## config.mk

```make
export PLATFORM = sky130hd
export DESIGN_NAME = dcache_flush_ctrl
export DESIGN_NICKNAME = d
export VERILOG_FILES = /design/src/rtl/dcache_flush_ctrl.sv
export SDC_FILE = /design/constraint.sdc
export NUM_CORES = 1
export LEC_CHECK = 0
export CORE_MARGIN = 2
export CORE_UTILIZATION = 39
export DETAILED_ROUTE_END_ITERATION = 7
export PLACE_DENSITY = 0.77
export REMOVE_ABC_BUFFERS = 1
export SLEW_MARGIN = 20
export SYNTH_ARGS = -nofsm -noshare
export SYNTH_HDL_FRONTEND = slang
export SYNTH_SLANG_ARGS = --single-unit
```

## constraint.sdc

```tcl
create_clock -name clk -period 2.15 [get_ports clk]
set_input_delay 0.43 -clock clk [delete_from_list [all_inputs] [get_ports clk]]
set_output_delay 0.43 -clock clk [all_outputs]
set_load 0.02 [all_outputs]
```

## src/rtl/dcache_flush_ctrl.sv

```systemverilog
// dcache_flush_ctrl: walks every memblock word, writing it back to memory (flush) or refilling it.
// The refill path is built only when DCACHE_FLUSH_FILL_EN is defined.
module dcache_flush_ctrl #(
  parameter int DATABITS = 32,
  parameter int ADDRBITS = 5,
  parameter int MEMSIZE  = 2**ADDRBITS
) (
  input  logic                clk,
  input  logic                reset_n,
  input  logic                flush_start,
  input  logic                fill_start,
  input  logic [31:0]         mem_base,
  output logic                busy,
  output logic                done,
  output logic                flush_mode,
  output logic [ADDRBITS-1:0] flush_addr,
  output logic [DATABITS-1:0] flush_in,
  output logic                flush_we,
  input  logic [DATABITS-1:0] flush_rdata,
  output logic                mem_req,
  output logic                mem_we,
  output logic [31:0]         mem_addr,
  output logic [DATABITS-1:0] mem_wdata,
  input  logic [DATABITS-1:0] mem_rdata,
  input  logic                mem_ack
);

  typedef enum logic [2:0] {IDLE, RD, CAP, WB, FREQ, FWR, DONE} state_t;

  typedef struct packed {
    logic                req;
    logic                we;
    logic [31:0]         addr;
    logic [DATABITS-1:0] wdata;
  } mreq_t;

  localparam logic [ADDRBITS-1:0] LAST = ADDRBITS'(MEMSIZE - 1);

  state_t              state;
  logic [ADDRBITS-1:0] idx;
  logic [ADDRBITS-1:0] idx_nxt;
  logic [31:0]         base;
  logic [31:0]         base_in;
  mreq_t               mreq;
  logic                unused;

  assign idx_nxt   = idx + ADDRBITS'(1);
  assign base_in   = {mem_base[31:2], 2'b00};
  assign mem_req   = mreq.req;
  assign mem_we    = mreq.we;
  assign mem_addr  = mreq.addr;
  assign mem_wdata = mreq.wdata;

`ifdef DCACHE_FLUSH_FILL_EN
  logic fill_pend;
  assign unused = ^mem_base[1:0];
`else
  assign unused = ^{mem_base[1:0], fill_start, mem_rdata};
`endif

  // Byte address of word i; 32-bit wraparound is intentional.
  function automatic logic [31:0] word_addr(input logic [31:0] b, input logic [ADDRBITS-1:0] i);
    return b + (32'(i) << 2);
  endfunction

  always_ff @(posedge clk) begin
    if (!reset_n) begin
      state      <= IDLE;
      idx        <= '0;
      base       <= '0;
      mreq       <= '0;
      busy       <= 1'b0;
      done       <= 1'b0;
      flush_mode <= 1'b0;
      flush_addr <= '0;
      flush_in   <= '0;
      flush_we   <= 1'b0;
`ifdef DCACHE_FLUSH_FILL_EN
      fill_pend  <= 1'b0;
`endif
    end else begin
      done     <= 1'b0;
      flush_we <= 1'b0;
      unique case (state)
        IDLE: begin
          if (flush_start) begin
            base       <= base_in;
            idx        <= '0;
            flush_addr <= '0;
            busy       <= 1'b1;
            flush_mode <= 1'b1;
            state      <= RD;
`ifdef DCACHE_FLUSH_FILL_EN
            fill_pend  <= fill_start;
`endif
          end
`ifdef DCACHE_FLUSH_FILL_EN
          else if (fill_start) begin
            base       <= base_in;
            idx        <= '0;
            flush_addr <= '0;
            busy       <= 1'b1;
            flush_mode <= 1'b1;
            mreq.req   <= 1'b1;
            mreq.we    <= 1'b0;
            mreq.addr  <= base_in;
            state      <= FREQ;
          end
`endif
        end
        RD: state <= CAP;
        // memblock data for idx arrives this cycle; it becomes the write-back payload
        CAP: begin
          mreq  <= '{req: 1'b1, we: 1'b1, addr: word_addr(base, idx), wdata: flush_rdata};
          state <= WB;
        end
        WB: begin
          if (mem_ack) begin
            if (idx != LAST) begin
              mreq.req   <= 1'b0;
              mreq.we    <= 1'b0;
              mreq.addr  <= '0;
              idx        <= idx_nxt;
              flush_addr <= idx_nxt;
              state      <= RD;
            end
`ifdef DCACHE_FLUSH_FILL_EN
            // pending refill chains straight on, request stays asserted
            else if (fill_pend) begin
              fill_pend  <= 1'b0;
              idx        <= '0;
              flush_addr <= '0;
              mreq.we    <= 1'b0;
              mreq.addr  <= base;
              state      <= FREQ;
            end
`endif
            else begin
              mreq.req   <= 1'b0;
              mreq.we    <= 1'b0;
              mreq.addr  <= '0;
              busy       <= 1'b0;
              flush_mode <= 1'b0;
              flush_addr <= '0;
              done       <= 1'b1;
              state      <= DONE;
            end
          end
        end
`ifdef DCACHE_FLUSH_FILL_EN
        FREQ: begin
          if (mem_ack) begin
            flush_in  <= mem_rdata;
            flush_we  <= 1'b1;
            mreq.req  <= 1'b0;
            mreq.addr <= '0;
            state     <= FWR;
          end
        end
        FWR: begin
          if (idx != LAST) begin
            idx        <= idx_nxt;
            flush_addr <= idx_nxt;
            mreq.req   <= 1'b1;
            mreq.addr  <= word_addr(base, idx_nxt);
            state      <= FREQ;
          end else begin
            busy       <= 1'b0;
            flush_mode <= 1'b0;
            flush_addr <= '0;
            done       <= 1'b1;
            state      <= DONE;
          end
        end
`endif
        DONE:    state <= IDLE;
        default: state <= IDLE;
      endcase
    end
  end

endmodule

```

# After elaboration in Yosys (flattened, before gate mapping)
# Cells that the tools add are included.
[totals]
mem_count = 0
out_inout_bits = 107
ram_bits = 0
wordCells = 48
mem_bits_ro = 0
ff_bits = 111
latchBits = 0
in_bits = 101
[classes]
magnitude_cmp = 0
reduce_logical = 10
n_mul = 0
div = 0
muxes = 18
n_shift = 0
bitwise_logic = 0
addsub = 2
n_eq_ne = 8
[op_table]
columns = ["operator", "count"]
rows = [
  ["$pmux W34 S2", 1],
  ["$mux W34", 1],
  ["$add A32 B7 Y32", 1],
  ["$mux W5", 5],
  ["$pmux W5 S2", 2],
  ["$pmux W3 S4", 1],
  ["$mux W3", 3],
  ["$ne A2 B2 Y1 const B", 4],
  ["$reduce_and A4 Y1", 2],
  ["$eq A3 B2 Y1 const B", 2],
  ["$reduce_and A2 Y1", 3],
  ["$reduce_and A3 Y1", 2],
  ["$add A5 B1 Y5 const B", 1],
  ["$ne A5 B5 Y1 const B", 1],
  ["$mux W1", 4],
  ["$reduce_bool A2 Y1", 2],
  ["$eq A3 B1 Y1 const B", 1],
  ["$logic_not A3 Y1", 1],
  ["$pmux W1 S2", 1],
]

# Longest topological paths before layout
[logic_depth]
word_depth = 4
ltp_mapped = 9
mapped_depth_nobuf = 8

# Worst setup path after synthesis
# Ideal clock, no wire load.
[synth_path]
path_type = "register to register"
startpoint = "register idx[0]"
endpoint = "register mreq, in the netlist mem_addr[28]"
setup_ns = 0.128
path_slack_ns = 0.074
t_required_ns = 2.022
period_less_slack_ns = 2.076
n_path_buf = 1
path_stages_with_launch = 10
arrival_ns = 1.948
cell_sequence = "dfxtp_1 > ha_1 > inv_1 > fa_1 > nand2b_1 > a21oi_1 > buf_2 > o2111ai_1 > xor2_1 > o21ai_1"
[synth_between]
elab_chain_len = 2
[synth_lines]
columns = ["item", "line", "rtl"]
rows = [
  ["start: declaration", "40", "logic [ADDRBITS-1:0] idx;"],
  ["start signal: assignment", "123", "idx <= idx_nxt;"],
  ["$add A32 B7 Y32", "63", "return b + (32'(i) << 2);"],
  ["$pmux W34 S2", "84", "unique case (state)"],
  ["end signal: assignment", "114", "mreq <= '{req: 1'b1, we: 1'b1, addr: word_addr(base, idx), wdata: flush_rdata};"],
  ["end: declaration", "44", "mreq_t mreq;"],
]
# No other way between the ends.
# A chain may end at the register's enable or synchronous reset.

# Worst setup path in the final report
[layout_path]
startpoint = "register idx[0]"
endpoint = "register idx[0]"
[layout_between]
elab_chain_len = 4
elab_cells_between_ends = 7
cone_classes = "add/sub: 1; eq/ne: 2; mux: 3; reduce/logical: 1"
[layout_lines]
columns = ["item", "line", "rtl"]
rows = [
  ["$add A5 B1 Y5", "47", "assign idx_nxt = idx + ADDRBITS'(1);"],
  ["$mux W5", "119", "if (idx != LAST) begin"],
  ["$mux W5", "118", "if (mem_ack) begin"],
  ["$pmux W5 S2", "84", ""],
]
# Parallel ways exist; a longest one is shown, timed or not. The select of a mux whose other input is x is not followed.

==> reports/metrics.cfg <==
[finish]
fillers=1169
areaGrowthSynthToFinish_pct=33.3
drive_above_1_share_pct=7.33
final_nets=827
fin_cells=895
fin_area_um2=6800
antenna-diode-count=0

[critical_path]
crit_slowest_cell=dfxtp_1
cp_max_fo=6
crit_path_start=idx[0]
crit_required_ps=2400
endpoint_kind=flop
r2r_end=idx[0]
worstSetupPathType=flop to flop
ff2ff_path_depth=9
r2r-start=idx[0]
cp_cell_sequence=buf_4, ha_1, and3_1, ha_1, nand4b_1, a21oi_4, buf_4, nand2_1, o211a_1
r2r_slack_ps=100
critPathArrivalTime_ps=2310
cp-start-kind=flop
critical_path.max_stage_delay_ps=310
cp-endpoint=idx[0]

[cts]
clkSinkCount=108
postCtsHoldBufs=0
ctsLongestPathBuffers=2
cts_tree=done
htreeDepth=3
clock_latency_ps=360
cts_buffers=9
clk_pin_slew_ps=70
root_buffer=clkbuf_16

[global_route]
grt_max_degree=38
grt_pass1_wl_um=20500
first_global_vias=4245
grt_overflow=0
antenna_found_initial=0
track_usage_pct=18.2

[job]
maxCapViolations=0

[synthesis]
synth_edf_count=0
synth_seq_cells=108
synth.distinct_cells=49
syn_avg_cell_area_um2=8.60
yosys_most_used_dff=dfxtp_1
syn_inst=593
seq_area_frac_synth_pct=42.4
async_flop_share_pct=0
syn-cell-area_um2=5100
ys_warn_count=0

[sta]
final-max-slew-violation-count=0
fin_crit_ps=2050
worst_clock_skew_ps=8.68
fmax_mhz=487
finalHoldViolations=0
rsz0062_at_grt=no
finalCritPeriodShare_pct=95.5
finalSetupViolations=0

[routing]
num_vias=4287
viasPerCell=4.79
drt-total-wl_um=12600
detail-route-antenna-nets=0
dr.pass1.iters=4
first_iter_violations=179
wire_per_inst_um=14.1
post-route-drc-count=0

[floorplanning]
initial_core_util_pct=40.2
die_y_um=118
die_area_um2=14000
die_w_um=118
ios=208
fp.coreArea_um2=12700
rows=41

[worst_hold_path]
hold_class=flop to flop

[pwr]
power.density_nw_per_um2=686
leakage_nw=2.47
ir_worst_vdd_mv=0.389

[placed_design]
port_buffers=137
gp_congestion=0.822
hpwl_um=9160
post-place-cells=877
dpl_cell_area_um2=6450

[run_status]
run_status=completed

==> synth_stat cells, drive strengths merged (4+ instances only) <==
master | n | area share [%]
and3 | 8 | 0.98
and2 | 5 | 0.61
ha | 7 | 1.7
a211oi | 10 | 2.2
nand2b | 6 | 0.74
nand3 | 8 | 0.79
inv | 4 | 0.29
xnor2 | 15 | 2.6
o2111ai | 5 | 0.98
dfxtp | 108 | 42
o21ai | 32 | 3.1
a21oi | 11 | 1.3
a21boi | 69 | 10
o211ai | 5 | 0.74
xor2 | 13 | 2.2
and4 | 6 | 1.1
nand4 | 4 | 0.79
clkbuf | 19 | 1.4
buf | 55 | 8.0
nand2 | 166 | 12
nor2b | 10 | 1.2
nor2 | 7 | 0.71
==> how the worst min path moves through the flow <==
stage / startpoint / endpoint / cells past startpoint
floorplan: base[2] / base[2] / 2
global placement: mem_addr[11] / mem_addr[11] / 2
detailed placement: mem_addr[11] / mem_addr[11] / 2
CTS: mem_addr[11] / mem_addr[11] / 2
global route: mem_addr[11] / mem_addr[11] / 2
finish: mem_addr[25] / mem_addr[25] / 2
==> worst max-delay path, delay by kind of cell (launching register included) <==
kind | cells | cell delay (ps)
compound gates | 2 | 370
buf+inv | 2 | 290
simple gates | 3 | 510
fa+ha+maj | 2 | 460
flops | 1 | 310
==> layout make-up <==
cell class	count	area, um2	area share (%)
Inverter	4	15.0	0.221
Multi-Input combinational cell	441	2590	38.2
Sequential cell	108	2160	31.8
Timing Repair Buffer	154	1510	22.2
Tap cell	172	215	3.16
Clock buffer	13	260	3.83
Clock inverter	3	45.0	0.662
==> kinds of logic after synthesis <==
| kind of cell | share of synthesized area [%] |
|---|---|
| other | 0.0735 |
| flip-flops | 42.4 |
| adder cells (fa/ha/maj) | 2.11 |
| AND/OR/NAND/NOR | 21.3 |
| buffers and inverters | 9.74 |
| XOR/XNOR | 4.81 |
| AO/OA/AOI/OAI | 19.6 |
==> per-stage QoR <==
step	TNS (ps)	power (mW)	util, %	setup slack, ps	hold slack, ps
floorplan	-887	2.60	-	-102	439
global placement	0	2.96	50.9	94.6	436
detailed placement	0	2.98	50.9	57.0	441
CTS	0	4.69	53.3	22.3	450
global route	0	4.86	53.7	1.09	465
finish	0	4.67	53.7	95.7	449
==> cells in the final DEF (no fill, tap or decap), types with 4 or more instances in the layout <==
| cell type | n |
|---|---|
| nor2_1 | 5 |
| and3_1 | 8 |
| and2_1 | 5 |
| clkbuf_16 | 9 |
| o21ai_1 | 28 |
| o211ai_1 | 5 |
| clkdlybuf4s50_1 | 136 |
| o2111ai_1 | 4 |
| nor2b_1 | 10 |
| dfxtp_1 | 108 |
| a211oi_2 | 7 |
| and4_1 | 4 |
| nand2_1 | 166 |
| xnor2_1 | 15 |
| o21ai_0 | 4 |
| a21boi_1 | 67 |
| a21oi_1 | 9 |
| ha_1 | 7 |
| inv_1 | 4 |
| buf_4 | 14 |
| nand3_1 | 7 |
| conb_1 | 35 |
| xor2_1 | 13 |
| nand2b_1 | 5 |
==> flip-flops by register name, summed over array words and instances, names as in the netlist <==
register and flops:
mem_addr 30, mem_req 1, base 30, mem_wdata 32, flush_addr 5, done 1, state 3, idx 5
flush_mode 1
==> per-layer routing <==
layer / share of wire [%] / up-vias / global-route usage, % / wire (um)
met5: 0 / - / 0 / 0
met4: 2.0 / 0 / 7.38 / 256
met3: 9.1 / 17 / 6.71 / 1150
met2: 47 / 147 / 29.4 / 5930
met1: 42 / 1966 / 21.6 / 5310
li1: - / 2157 / - / -
==> report_power, final <==
part           switching (mW)  internal [mW]  total (mW)
combinational           0.406          0.351       0.757
sequential             0.0833           2.10        2.18
clock                   0.757          0.969        1.73
total                    1.25           3.42        4.67
==> what timing repair did <==
| action | 4_1_cts | 5_1_grt |
|---|---|---|
| setup buffers | 0 | 1 |
| setup endpoints to repair | 0 | 15 |
| hold endpoints to repair | 0 | 0 |
| resized for setup | 0 | 6 |
No activity file was read; power rests on OpenSTA's default activity.
